`src/rtl/jk_bank_controller.sv`:
```
// Command-queued sequencer for a bank of JK flip-flop cells.
// Each queued {index, op} command drives one cell for a single edge, then GAP idle cycles follow.
module jk_bank_controller #(
    parameter int N     = 4,
    parameter int DEPTH = 4,
    parameter int GAP   = 1,
    localparam int IW   = (N > 1) ? $clog2(N) : 1
) (
    input  logic          clk,
    input  logic          rst,
    input  logic          cmd_valid,
    output logic          cmd_ready,
    input  logic [IW-1:0] cmd_idx,
    input  logic [1:0]    cmd_op,
    output logic [N-1:0]  q,
    output logic [N-1:0]  qbar,
    output logic          busy,
    output logic          done,
    output logic          err
);
    localparam int AW = $clog2(DEPTH);
    localparam int SW = 1 << IW;

    typedef enum logic [1:0] {IDLE, APPLY, WAIT} state_t;

    state_t        state_q, state_d;
    logic [IW+1:0] fifoMem_q [DEPTH];
    logic [AW-1:0] wrPtr_q, wrPtr_d, rdPtr_q, rdPtr_d;
    logic [AW:0]   count_q, count_d;
    logic [IW-1:0] idx_q, idx_d;
    logic [1:0]    op_q, op_d;
    logic [2:0]    gapCnt_q, gapCnt_d;
    logic [N-1:0]  cell_q, cell_d;
    logic          done_q, done_d, err_q, err_d;
    logic          push, pop, inRange;
    logic [SW-1:0] selOneHot;
    logic [N-1:0]  jVec, kVec;

    // A full FIFO never accepts, even if it is popping on the same edge.
    assign cmd_ready = ~rst & (count_q != (AW+1)'(DEPTH));
    assign push      = cmd_valid & cmd_ready;
    assign pop       = (state_q == IDLE) && (count_q != '0);

    assign q    = cell_q;
    assign qbar = ~cell_q;
    assign busy = (state_q != IDLE) || (count_q != '0);
    assign done = done_q;
    assign err  = err_q;

    always_comb begin
        selOneHot        = '0;
        selOneHot[idx_q] = 1'b1;
        // Any decoded bit at or beyond N marks an index with no cell behind it.
        inRange = ~|(selOneHot >> N);
        jVec    = '0;
        kVec    = '0;
        if (state_q == APPLY) begin
            jVec = selOneHot[N-1:0] & {N{op_q[1]}};
            kVec = selOneHot[N-1:0] & {N{op_q[0]}};
        end
        cell_d = (jVec & ~cell_q) | (~kVec & cell_q);
    end

    always_comb begin
        wrPtr_d = push ? wrPtr_q + AW'(1) : wrPtr_q;
        rdPtr_d = pop  ? rdPtr_q + AW'(1) : rdPtr_q;
        count_d = count_q + (AW+1)'(push) - (AW+1)'(pop);
    end

    always_comb begin
        state_d  = state_q;
        idx_d    = idx_q;
        op_d     = op_q;
        gapCnt_d = gapCnt_q;
        done_d   = 1'b0;
        err_d    = 1'b0;
        case (state_q)
            IDLE: begin
                if (pop) begin
                    idx_d   = fifoMem_q[rdPtr_q][IW+1:2];
                    op_d    = fifoMem_q[rdPtr_q][1:0];
                    state_d = APPLY;
                end
            end
            APPLY: begin
                done_d   = inRange;
                err_d    = ~inRange;
                gapCnt_d = '0;
                state_d  = (GAP == 0) ? IDLE : WAIT;
            end
            WAIT: begin
                gapCnt_d = gapCnt_q + 3'd1;
                if (gapCnt_q == 3'(GAP - 1)) begin
                    state_d = IDLE;
                end
            end
            default: state_d = IDLE;
        endcase
    end

    always_ff @(posedge clk) begin
        if (push) begin
            fifoMem_q[wrPtr_q] <= {cmd_idx, cmd_op};
        end
    end

    always_ff @(posedge clk) begin
        if (rst) begin
            state_q  <= IDLE;
            wrPtr_q  <= '0;
            rdPtr_q  <= '0;
            count_q  <= '0;
            idx_q    <= '0;
            op_q     <= '0;
            gapCnt_q <= '0;
            cell_q   <= '0;
            done_q   <= 1'b0;
            err_q    <= 1'b0;
        end else begin
            state_q  <= state_d;
            wrPtr_q  <= wrPtr_d;
            rdPtr_q  <= rdPtr_d;
            count_q  <= count_d;
            idx_q    <= idx_d;
            op_q     <= op_d;
            gapCnt_q <= gapCnt_d;
            cell_q   <= cell_d;
            done_q   <= done_d;
            err_q    <= err_d;
        end
    end
endmodule

```
`config.mk`:
```
export PLATFORM = sky130hd
export DESIGN_NAME = jk_bank_controller
export DESIGN_NICKNAME = d
export VERILOG_FILES = /design/src/rtl/jk_bank_controller.sv
export SDC_FILE = /design/constraint.sdc
export NUM_CORES = 1
export LEC_CHECK = 0
export CORE_MARGIN = 4
export CORE_UTILIZATION = 50
export CTS_BUF_LIST = sky130_fd_sc_hd__clkbuf_8
export DETAILED_ROUTE_END_ITERATION = 10
export PLACE_DENSITY_LB_ADDON = 0.12
export RECOVER_POWER = 50
export SLEW_MARGIN = 20
export SYNTH_ARGS = -nofsm -noshare
export SYNTH_HDL_FRONTEND = slang
export SYNTH_SLANG_ARGS = --single-unit
```
`constraint.sdc`:
```
create_clock -name clk -period 2.4 [get_ports clk]
set_input_delay 0.24 -clock clk [delete_from_list [all_inputs] [get_ports clk]]
set_output_delay 0.24 -clock clk [all_outputs]
set_load 0.02 [all_outputs]
```
==> flow_summary.toml, run 1 <==
[finish]
final_cells = 209
fill_cells = 265
multiInputGateArea_um2 = 693
drive_above_1_share = 0.109
diodes = 0
fin_area_um2 = 2020
final_net_count = 183
area_growth_pct = 19.2
seq_area_um2 = 901
fin_util = 0.640

[status]
outcome = "complete, no violations"

[clocking]
cts_tree = "done"
root_buffer = "clkbuf_8"
clock-sinks = 37
worstSkewPairLatency_ps = 290
clk_pin_slew_ps = 70
cts_max_level = 2
cts_buffers = 5
post_cts_buffers = 0
post_cts_resized = 0
clockBufferDepth = 2
hold_buffers = 0

[synthesis]
synth_cell_types = 34
ys_seq_area_frac = 0.533
syn_inst = 142
yosysMostFrequentCell = "dfxtp_1"
ys_ff_latch = 37
synth-edff-count = 16
syn_area_um2 = 1690
yosys.area.top_type_share = 0.284
async_flop_share = 0
synth_ff_type = "dfxtp_1"
syn_area_per_cell_um2 = 11.9
synth_nets = 161
synth_top_area_cell = "edfxtp_1"
yosysWarningCount = 0
synth_common_cells = "dfxtp_1 (21), inv_1 (17), edfxtp_1 (16), ha_1 (11), nor2_1 (10)"
synthTopCellsByArea = "edfxtp_1 (28%), dfxtp_1 (25%), ha_1 (8.1%)"

[critical_path]
cp_max_fo = 7
arrival_ps = 2380
worst-endpoint-required_ps = 2580
crit_path_end_kind = "register"
crit_chain = "o31ai_4, inv_1, ha_1, inv_1, ha_1, fa_1, xnor2_1, nor2_1"
crit_type = "reg -> reg"
worst_path_max_delay_cell = "o31ai_4"
startpoint = "count_q[1]"
slowest_delay_ps = 490
start_kind = "register"
r2r-start = "count_q[1]"

[timing]
rsz0062_at_grt = "false"
clock.fmax_ghz = 0.455
post-route-period-util = 0.917
holdWs_ps = 485
hold_viol = 0
tns_ps = 0
drv_slew = 0
clock_skew_ps = 4.02
fin_crit_ps = 2200
setup_viol = 0

[detailed_routing]
vias = 1033
avgViaCountPerCell = 4.94
first_pass_iters = 4
drt_iter0_markers = 57
drt-total-wl_um = 2710
final_antenna_net_count = 0
routedWlPerCell_um = 13.0
drc = 0

[place]
hpwl_um = 2030
place_area_um2 = 1910
io_buffers = 17
finalWeightedCongestion = 0.723
post-place-cells = 201

[die]
start_util = 0.537
num_rows = 20
io-pin-count = 19
die_area_um2 = 4380
die_width_um = 66.2
core_um2 = 3150
fp.dieH_um = 66.2

[grt]
grt_pass1_wl_um = 4620
grt_pass1_vias = 1031
grtUsageTotal = 0.147
grt_remaining_overflow = 0
grt_max_degree = 24
antenna_found_initial = 0

[pwr]
p_leak_nw = 0.761
peakVddDrop_v = 0.000572
powerDensity_nw_per_um2 = 1070

[min_path]
hold_path.class = "reg -> reg"
holdCritStartpoint = "gapCnt_q[2]"

[run]
max-cap-violations = 0
[area by class of cell]
| type | instances | area share |
|---|---|---|
| clock buffers | 5 | 0.0341 |
| inverters | 17 | 0.0316 |
| multi-input cells | 83 | 0.344 |
| well taps | 44 | 0.0273 |
| flip-flops and latches | 37 | 0.447 |
| repair buffers | 20 | 0.0937 |
| clock inverters | 3 | 0.0230 |
[state kept, by name (all words and copies together), names as in the netlist]
name,count
rdPtr_q,2
op_q,2
state_q,2
q,4
fifoMem_q,16
done,1
count_q,3
idx_q,2
gapCnt_q,3
wrPtr_q,2
[power breakdown]
part	leakage [nW]	internal, mW	switching [mW]	total (mW)
clock	0.0543	0.311	0.226	0.536
sequential	0.317	0.771	0.115	0.886
combinational	0.390	0.367	0.374	0.741
[path summary, 6_finish.rpt]
path / end / slack (ps) / cells after the start
max: count_q[2] / 200 / 8
min reg2reg: gapCnt_q[2] / 480 / 2
min: gapCnt_q[2] / 480 / 2
max reg2reg: count_q[2] / 200 / 8
[cells in the final DEF (no fill, tap or decap), drive strengths merged, types with 5 or more instances in the layout]
cell,n
nor2,11
clkdlybuf4s50,12
inv,17
nand2,5
a21oi,8
mux2i,5
dlygate4sd3,5
dfxtp,21
clkbuf,6
edfxtp,16
ha,11
[critical path, delay by kind of cell, from the launching register on]
family                   cells  cell delay, ps
AO/OA/AOI/OAI                1             490
XOR/XNOR                     1             170
adder cells (fa/ha/maj)      3             840
buffers and inverters        2             140
flip-flops                   1             390
AND/OR/NAND/NOR              1              50
[stage by stage]
step                setup slack [ps]  power [mW]
detailed placement               145        1.65
global placement                 202        1.61
finish                           200        2.16
CTS                              174        2.20
global route                    77.1        2.32
floorplan                        353        1.46
[routing by layer]
| layer | global-route usage | share of wire |
|---|---|---|
| met1 | 0.147 | 0.43 |
| met2 | 0.259 | 0.49 |
| met3 | 0.0612 | 0.056 |
| met4 | 0.0761 | 0.022 |
| met5 | 0 | 0 |
[kinds of logic (layout without fill, tap and decap cells)]
group | Yosys count | after routing | synth area share
DFF | 37 | 37 | 0.533
and+or+nand+nor | 36 | 36 | 0.113
buffers and inverters | 22 | 45 | 0.0577
AOI/OAI and AO/OA | 19 | 19 | 0.0843
adders and majority gates | 12 | 12 | 0.0932
muxes | 11 | 11 | 0.0962
xor gates and xnor gates | 4 | 4 | 0.0207
other | 1 | 1 | 0.00222
Note: power is estimated with default switching activity, not from simulation.
==> run 2, diff against run 1 <==
--- a/config.mk
+++ b/config.mk
@@ -5,9 +5,11 @@
 export SDC_FILE = /design/constraint.sdc
 export NUM_CORES = 1
 export LEC_CHECK = 0
+export ABC_CLOCK_PERIOD_IN_PS = 2400
 export CORE_MARGIN = 4
 export CORE_UTILIZATION = 50
 export CTS_BUF_LIST = sky130_fd_sc_hd__clkbuf_8
+export CTS_CLUSTER_SIZE = 14
 export DETAILED_ROUTE_END_ITERATION = 10
 export PLACE_DENSITY_LB_ADDON = 0.12
 export RECOVER_POWER = 50
==> results of run 2 <==
No change in the layout: final DEF, timing and power equal those of run 1.
==> run 3, diff against run 2 <==
--- a/config.mk
+++ b/config.mk
@@ -6,9 +6,12 @@
 export NUM_CORES = 1
 export LEC_CHECK = 0
 export ABC_CLOCK_PERIOD_IN_PS = 2400
+export CELL_PAD_IN_SITES_DETAIL_PLACEMENT = 1
+export CELL_PAD_IN_SITES_GLOBAL_PLACEMENT = 1
 export CORE_MARGIN = 4
-export CORE_UTILIZATION = 50
+export CORE_UTILIZATION = 46
 export CTS_BUF_LIST = sky130_fd_sc_hd__clkbuf_8
+export CTS_CLUSTER_DIAMETER = 100
 export CTS_CLUSTER_SIZE = 14
 export DETAILED_ROUTE_END_ITERATION = 10
 export PLACE_DENSITY_LB_ADDON = 0.12
==> flow_summary.toml, run 3 (synthesized netlist as in run 1, its figures left out) <==
[run]
max-cap-violations = 0

[finish]
area_growth_pct = 17.7
largest_register = "fifoMem_q"
drive_above_1_share = 0.104
largest_reg_flops = 16
final_net_count = 182
final_cell_mix = "dfxtp_1 (21), inv_1 (17), edfxtp_1 (16), clkdlybuf4s50_1 (12), ha_1 (11)"
layout_commonest_cell = "dfxtp_1"
fin_util = 0.578
diodes = 0

[critical_path]
start_kind = "register"
cp_max_fo = 7
regToRegEndpoint = "count_q[2]"
startpoint = "count_q[1]"
crit_type = "reg -> reg"
arrival_ps = 2380
crit_path_end_kind = "register"
r2r-start = "count_q[1]"
rr_worst_depth = 8
reg2reg_slack_ps = 190
worst-endpoint-required_ps = 2570

[grt]
grt_remaining_overflow = 0
grt_util_met2 = 0.266
grt_pass1_wl_um = 5190
use_met3 = 0.0486
antenna_found_initial = 0
grtUsageMet1 = 0.181
grtUsageTotal = 0.154
grt_pass1_vias = 1126
grt_max_degree = 24
grt-busiest-layer = "met2"

[clocking]
clk_pin_slew_ps = 80
root_buffer = "clkbuf_8"
clock-sinks = 37
clockBufferDepth = 2
hold_buffers = 0
post_cts_resized = 0
cts_buffers = 5
worstSkewPairLatency_ps = 290
cts_max_level = 2
post_cts_buffers = 0
cts_tree = "done"

[die]
die_area_um2 = 4710
num_rows = 21
fp.dieH_um = 68.6
die_width_um = 68.6
io-pin-count = 19
core_um2 = 3440
start_util = 0.491

[place]
io_buffers = 17
finalWeightedCongestion = 0.809
hpwl_um = 2300

[pwr]
seq_power_share = 0.432
powerDensity_nw_per_um2 = 1050
p_sw_frac = 0.357
p_sw_mw = 0.743
comb_power_share = 0.355
p_leak_nw = 0.746
pwr-share-clk = 0.214
internal_power_mw = 1.34
peakVddDrop_v = 0.000520

[detailed_routing]
drt_iter0_markers = 35
avgViaCountPerCell = 5.08
final_antenna_net_count = 0
routedWlPerCell_um = 14.4
drt-total-wl_um = 3030
drc = 0
vias = 1066
first_pass_iters = 4

[timing]
rsz0062_at_grt = "false"
setup_viol = 0
clock.fmax_ghz = 0.453
post-route-period-util = 0.920
clock_skew_ps = 5.64
tns_ps = 0
fin_crit_ps = 2210
drv_slew = 0
hold_viol = 0

[min_path]
hold_path.class = "reg -> reg"
whs_endpoint = "q[1]"
holdCritStartpoint = "q[1]"
hold_depth = 2

[status]
outcome = "complete, no violations"
run 3: worst max-delay path by stage:
stage                      end  slack (ps)  cells past startpoint
floorplan           count_q[2]         350                      9
detailed placement  count_q[2]         110                     10
global placement    count_q[2]         210                     10
CTS                 count_q[2]         160                      8
finish              count_q[2]         190                      8
global route        count_q[2]           8                      8
run 3: area by class of cell:
class	instances	area (um2)
Clock buffer	5	68.8
Clock inverter	3	25.0
Fill cell	363	1450
Inverter	17	63.8
Multi-Input combinational cell	83	693
Sequential cell	37	901
Tap cell	46	57.6
Timing Repair Buffer	19	181
run 3: routing by layer:
layer | share of wire | wire (um) | vias to the layer above
met5 | 0 | 0 | -
met4 | 0.013 | 39 | 0
met3 | 0.042 | 127 | 5
met2 | 0.50 | 1520 | 20
met1 | 0.44 | 1330 | 518
li1 | - | - | 523
run 3: critical path: stages (launching register included):
cell and delay [ps]:
dfxtp_1 390, o31ai_4 500, inv_1 90, ha_1 290, inv_1 40, ha_1 180
fa_1 380, xnor2_1 170, nor2_1 60
run 3: per-stage QoR:
| stage | hold slack, ps | total power [mW] | worst slack (ps) | cell area (um2) | cells |
|---|---|---|---|---|---|
| final | 505 | 2.08 | 192 | 1990 | 210 |
| after global routing | 531 | 2.26 | 8.34 | 1990 | 210 |
| after CTS | 510 | 2.13 | 160 | 1990 | 210 |
| after detailed placement | 493 | 1.67 | 112 | 1900 | 202 |
| after global placement | 466 | 1.62 | 207 | 1900 | 202 |
| after floorplan | 321 | 1.46 | 353 | 1690 | 142 |
run 3: power by group through the flow:
stage	Sequential, mW	Combinational (mW)	Clock, mW
final	0.899	0.739	0.445
after global placement	0.905	0.711	0
after detailed placement	0.914	0.754	0
after global routing	0.920	0.852	0.490
after floorplan	0.868	0.588	0
after CTS	0.901	0.764	0.464
